`src/rtl/rr_grant_arbiter8.sv`:
```
// -----------------------------------------------------------------------------
// rr_grant_arbiter8
//
// Round-robin arbiter for eight requesters. It produces a registered 3-bit
// grant index plus a valid flag. The index feeds a downstream 3-to-8 one-hot
// decoder. A rotating priority pointer provides fairness. A hold limit
// (MAX_HOLD cycles) revokes a grant that is held too long.
//
// Parameters
//   MAX_HOLD     maximum consecutive cycles one grant may stay valid (1..255)
//
// Ports
//   clk          single clock, rising-edge
//   rst_n        asynchronous active-low reset
//   req_i[7:0]   request vector, bit k = requester k
//   done_i       current holder releases; only looked at while granted
//   gnt_idx_o    registered index of the granted requester
//   gnt_valid_o  registered; gnt_idx_o is a live grant
//   timeout_o    one-cycle pulse after a grant is revoked by the hold limit
//
// State  | meaning
// -------+-----------------------------------------------------------------
// IDLE   | no grant; arbitrate req_i from ptr each cycle
// BUSY   | grant live; gnt_idx frozen, hold counter running
// -----------------------------------------------------------------------------
module rr_grant_arbiter8 #(
  parameter int unsigned MAX_HOLD = 16
) (
  input  logic       clk,
  input  logic       rst_n,
  input  logic [7:0] req_i,
  input  logic       done_i,
  output logic [2:0] gnt_idx_o,
  output logic       gnt_valid_o,
  output logic       timeout_o
);

  typedef enum logic {
    IDLE = 1'b0,
    BUSY = 1'b1
  } state_e;

  localparam logic [7:0] HOLD_MAX  = 8'(MAX_HOLD);
  localparam logic [7:0] HOLD_LAST = 8'(MAX_HOLD - 1);

  state_e     state_q,     state_d;
  logic [2:0] ptr_q,       ptr_d;
  logic [7:0] hold_cnt_q,  hold_cnt_d;
  logic [2:0] gnt_idx_q,   gnt_idx_d;
  logic       gnt_valid_q, gnt_valid_d;
  logic       timeout_q,   timeout_d;

  logic [2:0] pick_idx;
  logic       holder_req;
  logic       hold_last;

  // First set bit scanning base, base+1, ..., base+7 (mod 8).
  function automatic logic [2:0] rr_pick(input logic [7:0] req,
                                         input logic [2:0] base);
    logic [2:0] idx;
    logic       hit;
    rr_pick = base;
    hit     = 1'b0;
    for (int i = 0; i < 8; i++) begin
      idx = base + 3'(i);
      if (!hit && req[idx]) begin
        rr_pick = idx;
        hit     = 1'b1;
      end
    end
  endfunction

  assign pick_idx   = rr_pick(req_i, ptr_q);
  assign holder_req = req_i[gnt_idx_q];
  assign hold_last  = (hold_cnt_q == HOLD_LAST);

  always_comb begin
    state_d     = state_q;
    ptr_d       = ptr_q;
    hold_cnt_d  = hold_cnt_q;
    gnt_idx_d   = gnt_idx_q;
    gnt_valid_d = gnt_valid_q;
    timeout_d   = 1'b0;

    unique case (state_q)
      IDLE: begin
        gnt_valid_d = 1'b0;
        if (req_i != 8'd0) begin
          gnt_idx_d   = pick_idx;
          gnt_valid_d = 1'b1;
          hold_cnt_d  = 8'd0;
          state_d     = BUSY;
        end
      end

      BUSY: begin
        if (hold_cnt_q != HOLD_MAX) begin
          hold_cnt_d = hold_cnt_q + 8'd1;
        end
        // Release causes in priority order: done, request dropped, hold limit.
        // Only the hold limit, when it is the winning cause, raises timeout.
        if (done_i || !holder_req || hold_last) begin
          ptr_d       = gnt_idx_q + 3'd1;
          gnt_valid_d = 1'b0;
          state_d     = IDLE;
          timeout_d   = !done_i && holder_req && hold_last;
        end
      end

      default: begin
        state_d     = IDLE;
        gnt_valid_d = 1'b0;
      end
    endcase
  end

  always_ff @(posedge clk or negedge rst_n) begin
    if (!rst_n) begin
      state_q     <= IDLE;
      ptr_q       <= 3'd0;
      hold_cnt_q  <= 8'd0;
      gnt_idx_q   <= 3'd0;
      gnt_valid_q <= 1'b0;
      timeout_q   <= 1'b0;
    end else begin
      state_q     <= state_d;
      ptr_q       <= ptr_d;
      hold_cnt_q  <= hold_cnt_d;
      gnt_idx_q   <= gnt_idx_d;
      gnt_valid_q <= gnt_valid_d;
      timeout_q   <= timeout_d;
    end
  end

  assign gnt_idx_o   = gnt_idx_q;
  assign gnt_valid_o = gnt_valid_q;
  assign timeout_o   = timeout_q;

endmodule

```
`config.mk`:
```
export PLATFORM = sky130hd
export DESIGN_NAME = rr_grant_arbiter8
export DESIGN_NICKNAME = d
export VERILOG_FILES = /design/src/rtl/rr_grant_arbiter8.sv
export SDC_FILE = /design/constraint.sdc
export NUM_CORES = 1
export LEC_CHECK = 0
export BUFFER_PORTS_ARGS = -buffer_cell sky130_fd_sc_hd__buf_2
export CAP_MARGIN = 20
export CORE_MARGIN = 10
export CORE_UTILIZATION = 56
export CTS_BUF_LIST = sky130_fd_sc_hd__clkbuf_4 sky130_fd_sc_hd__clkbuf_8
export DETAILED_ROUTE_END_ITERATION = 8
export HOLD_SLACK_MARGIN = 0.03
export PLACE_DENSITY = 0.9
export SYNTH_ARGS = -nofsm -noshare
export SYNTH_HDL_FRONTEND = slang
export SYNTH_SLANG_ARGS = --single-unit
```
`constraint.sdc`:
```
create_clock -name clk -period 3.6 [get_ports clk]
set_clock_uncertainty 0.2 [all_clocks]
set_input_delay 0 -clock clk [delete_from_list [all_inputs] [get_ports clk]]
set_output_delay 0 -clock clk [all_outputs]
set_load 0.02 [all_outputs]
```
Word-level counts from Yosys, hierarchy flattened --
Cells that the tools add are included.
Word-level totals: RAM bits 0, logic and storage cells 96, register bits 17, input bits 11, memories 0, memory bits (read-only) 0, bits in latches 0
Operators by class: div/mod/pow operators 0, reductions and logical operators 24, $add $sub $neg 9, muxes and demuxes 42, shift operators 0, eq/ne operators 5, multipliers 0, bitwise logic cells 1, $lt $le $gt $ge 9
Operators by type and width (count):
- $lt A3 B4 Y1 const B | 9
- $bmux W1 S3 | 9
- $mux W1 | 21
- $mux W3 | 7
- $mux W8 | 2
- $pmux W8 S2 | 1
- $add A3 B3 Y3 const B | 4
- $logic_and A1 B1 Y1 | 9
- $logic_not A1 Y1 | 9
- $add A8 B1 Y8 const B | 1
- $eq A8 B4 Y1 const B | 1
- $ne A8 B5 Y1 const B | 1
- $reduce_bool A8 Y1 | 1
- $add A3 B1 Y3 const B | 2
- $add A3 B2 Y3 const B | 2
- $reduce_and A2 Y1 | 3
- $ne A2 B1 Y1 const B | 2
- $pmux W1 S2 | 2
- $logic_or A1 B1 Y1 | 2
- $ne A2 B2 Y1 const B | 1
- $not A1 Y1 | 1

Longest topological paths before layout --
word-level depth 24, depth in mapped cells 13

Worst setup path after synthesis --
Ideal clock, no wire load.
kind register to register, from register ptr_q[1], to register gnt_idx_q[0] (netlist: gnt_idx_o[0]), clock period less this slack 3378 ps, cell stages (with the launch flop) 14, arrival 3053 ps, setup slack 222 ps, path through dfrtp_1 buf_2 buf_1 inv_1 ha_1 buf_6 buf_4 mux2_2 mux4_2 o21bai_1 nand3b_1 nand3_2 xnor2_1 mux2_4
Between the ends: word-level cells in the longest chain between the ends 24
Ends and longest elaborated chain:
- start, declared | line 47 | logic [2:0] ptr_q, ptr_d;
- start signal, assigned | line 127 | ptr_q <= ptr_d;
- branches (longest 23 deep; another with $add A3 B1 Y3)
- $mux W3 (*) | line 66 | if (!hit && req[idx]) begin
- end signal, assigned | line 129 | gnt_idx_q <= gnt_idx_d;
- end, declared | line 49 | logic [2:0] gnt_idx_q, gnt_idx_d;
Every way passes the cells marked *. The select of a mux whose other input is x is not followed. A chain may end at the register's enable or synchronous reset.

Final worst setup path --
from register ptr_q[0], to register gnt_idx_q[0] (netlist: gnt_idx_o[0])
Same word-level chain as after synthesis.

==> implementation parameters <==
Parameter                              Value

Pwr
  Lkg Pwr    0.839 nW
  Largest vdd supply drop    0.592 mV
  Ratio of total power to cell area    1080 nW/um^2

Floorplan
  Initial core utilization    60.0%
  Die Span Y    77.9 microns
  Die outline area    6060 sq um
  Site Rows    20
  Core area    3130 sq um
  I/O pin count    16
  Width of the die    77.9 microns

CTS
  Clock net sink count    17
  CTS H-tree lvls    1
  Clock slew at reported path FFs    0.11 ns
  Insertion delay to the later sink of the worst-skew pair    0.29 ns
  Clock tree from TritonCTS    built
  Max Root-Sink Buffers    2
  Post-CTS Resized    0
  Root buffer selected by CTS    sky130_fd_sc_hd__clkbuf_4
  Total clock buffers created by CTS    3

Worst setup path
  Kind of end point of the critical path    register
  Highest fanout seen on the critical path    12
  Worst setup startpoint    ptr_q[0]
  Worst Setup Start Kind    register
  Req. time, crit path    3.58 ns
  Launch point of the worst reg-to-reg path    ptr_q[0]
  Arr. time, crit path    3.19 ns
  Setup CP Type    reg -> reg

Synthesis
  XOR/XNOR Fraction of Synth Area    4.67%
  Area share of the largest cell type after synthesis    22.7%
  Main combinational cell family by area after synthesis    multiplexers
  Synth async-reset ratio    100%
  Commonest cells in the synthesized netlist    sky130_fd_sc_hd__dfrtp_1, sky130_fd_sc_hd__nor2_1, sky130_fd_sc_hd__mux4_2
  Area of the mapped netlist    1880 sq um
  Simple logic cell fraction of the synthesized area    15.5%
  Largest cells by area after synthesis    sky130_fd_sc_hd__dfrtp_1, sky130_fd_sc_hd__mux4_2, sky130_fd_sc_hd__mux2i_1
  Total of warnings raised by yosys    0
  Number of register bits inferred by synthesis    17
  Most frequently used flop master after synthesis    sky130_fd_sc_hd__dfrtp_1
  Fraction of the mapped netlist area in compound gates    15.9%
  Mux contribution to synthesized area    32.0%
  Part of the Yosys area used for sequential elements    22.7%
  Synth Area in Adders    3.34%
  Number of standard cells after synthesis    189
  Synth area leader    sky130_fd_sc_hd__dfrtp_1
  Mean instance size in the synthesized netlist    9.92 sq um
  Distinct cells, synth    48
  Net count after synthesis    205
  Number of enable-type register cells in the synthesized netlist    0

Final layout
  Growth of design area from synthesis to finish    7.67%
  Net count, final    218
  Fill cells    233
  Number of diodes added for antenna fixing    0
  Share of cells above drive strength 1    27.4%
  Post-layout utilization of the core    64.6%

STA
  Tmin final    3.21 ns
  Maximum operating frequency    0.312 GHz
  Setup repair after global routing missed its margin    no
  Fin worst setup slack    0.391 ns
  Total negative slack    0 ns
  Tightest Pin Transition    0.731 ns
  Period Utilization, post-route    89.1%
  Number of setup violations in the final report    0
  Count of final hold-check violations    0
  Worst rel slew slack    51.3%
  Max Transition Viols Final    0

Place
  Detailed placer's ending HPWL    3.29 mm
  Placement-stage worst setup slack    0.426 ns
  GPL Wtd Cong    1.01
  Count of port buffers added during placement    15

GRT
  First-pass GRT wire length    7.59 mm
  Pin count of the biggest net entering global routing    20
  Number of antenna violations at the first check in global routing    0
  GRT overflow    0
  Number of global-route vias before repair    1,577
  GRT Util Overall    14.8%

Drt
  Routed wire length per instance    18.0 microns
  Residual DRC count    0
  Total vias in the final route    1,578
  Post-detailed-route via-to-cell ratio    6.44
  Total Routed Length    4.40 mm
  Count of TritonRoute iterations in the first routing pass    4
  Antenna-violating nets left    0
  DRC marker count from the first detailed-route iteration    132

Run status
  Result of the run    completed

Run
  Number of max-cap violations    0

Hold path
  Worst Hold Launch    req_i[7]
  Type of the most critical hold path    in -> reg
==> power by group <==
| group | switching [mW] | leakage, nW | internal, mW |
|---|---|---|---|
| clock | 0.0607 | 0.0139 | 0.0423 |
| sequential | 0.118 | 0.217 | 0.256 |
| combinational | 0.865 | 0.608 | 0.838 |
==> per-stage QoR <==
stage	power (mW)	area, sq um	instances	hold WS (ns)
after floorplan	1.75	1880	189	-0.496
after global placement	1.99	1960	238	-0.267
after detailed placement	2.04	1960	238	-0.269
after CTS	2.15	2020	245	0.179
after global routing	2.36	2020	245	0.273
final	2.18	2020	245	0.201
==> worst max-delay path: stages, from the launching register on <==
cell	delay (ns)
sky130_fd_sc_hd__dfrtp_1	0.37
sky130_fd_sc_hd__inv_2	0.09
sky130_fd_sc_hd__ha_1	0.58
sky130_fd_sc_hd__buf_4	0.24
sky130_fd_sc_hd__mux2i_1	0.14
sky130_fd_sc_hd__mux4_2	0.50
sky130_fd_sc_hd__a22o_1	0.33
sky130_fd_sc_hd__nand3_2	0.16
sky130_fd_sc_hd__nand3_2	0.08
sky130_fd_sc_hd__xnor2_1	0.13
sky130_fd_sc_hd__mux2_4	0.25
==> final timing paths <==
kind	endpoint	slack (ns)	cells after the start
min in group asynchronous	hold_cnt_q[4]	0.63	3
max in group asynchronous	gnt_idx_o[1]	2.11	3
min reg2reg	hold_cnt_q[7]	0.35	2
min	hold_cnt_q[4]	0.20	5
max reg2reg	gnt_idx_o[0]	0.39	10
max	gnt_idx_o[0]	0.39	10
==> state kept, by name, summed over array words and instances (netlist names) <==
name,flops
ptr_q,3
gnt_idx_o,3
gnt_valid_o,1
hold_cnt_q,8
timeout_o,1
state_q,1
==> layer usage <==
layer	GRT usage, %	vias to the layer above	share of wire, %
li1	-	738	-
met1	20.2	771	43
met2	24.0	65	49
met3	3.34	4	7.8
met4	1.64	0	0.55
met5	0	-	0
==> final cells by class <==
| type | count | area, sq um | share of cell area [%] |
|---|---|---|---|
| Timing Repair Buffer | 23 | 143 | 7.06 |
| Multi-Input combinational cell | 150 | 1340 | 66.4 |
| Clock inverter | 1 | 7.51 | 0.372 |
| Sequential cell | 17 | 425 | 21.1 |
| Tap cell | 44 | 55.1 | 2.73 |
| Clock buffer | 3 | 22.5 | 1.12 |
| Inverter | 7 | 26.3 | 1.30 |
==> logic make-up after synthesis <==
kind of cell | count (synthesis)
adder cells (fa/ha/maj) | 5
XOR/XNOR | 10
AO/OA/AOI/OAI | 43
flip-flops | 17
multiplexers | 38
buffers and inverters | 22
AND/OR/NAND/NOR | 54
==> cell usage in the layout (no fill, tap or decap), drive strengths merged, types with 2 or more instances in the layout <==
master        n
dfrtp        17
and2          3
a21boi        2
o22ai         2
ha            5
inv           7
or3           3
nor2         17
mux4         16
mux2i        12
nand3b        2
a21oi         5
nand4         4
o32a          2
nor4          3
dlygate4sd3   3
nand3         3
clkbuf        3
buf          20
xnor2         3
a22o          3
o31ai         2
o21bai        3
nor2b         3
a22oi         2
a2bb2oi       2
nand2b        3
o21ai        13
nand2        11
xor2          7
mux2         10
==> repair_timing <==
item                                   in CTS  in global routing
setup buffers                               0                  0
endpoints found under the hold margin      23                  0
hold buffers                                3                  0
Note: power is estimated with default switching activity, not from simulation.
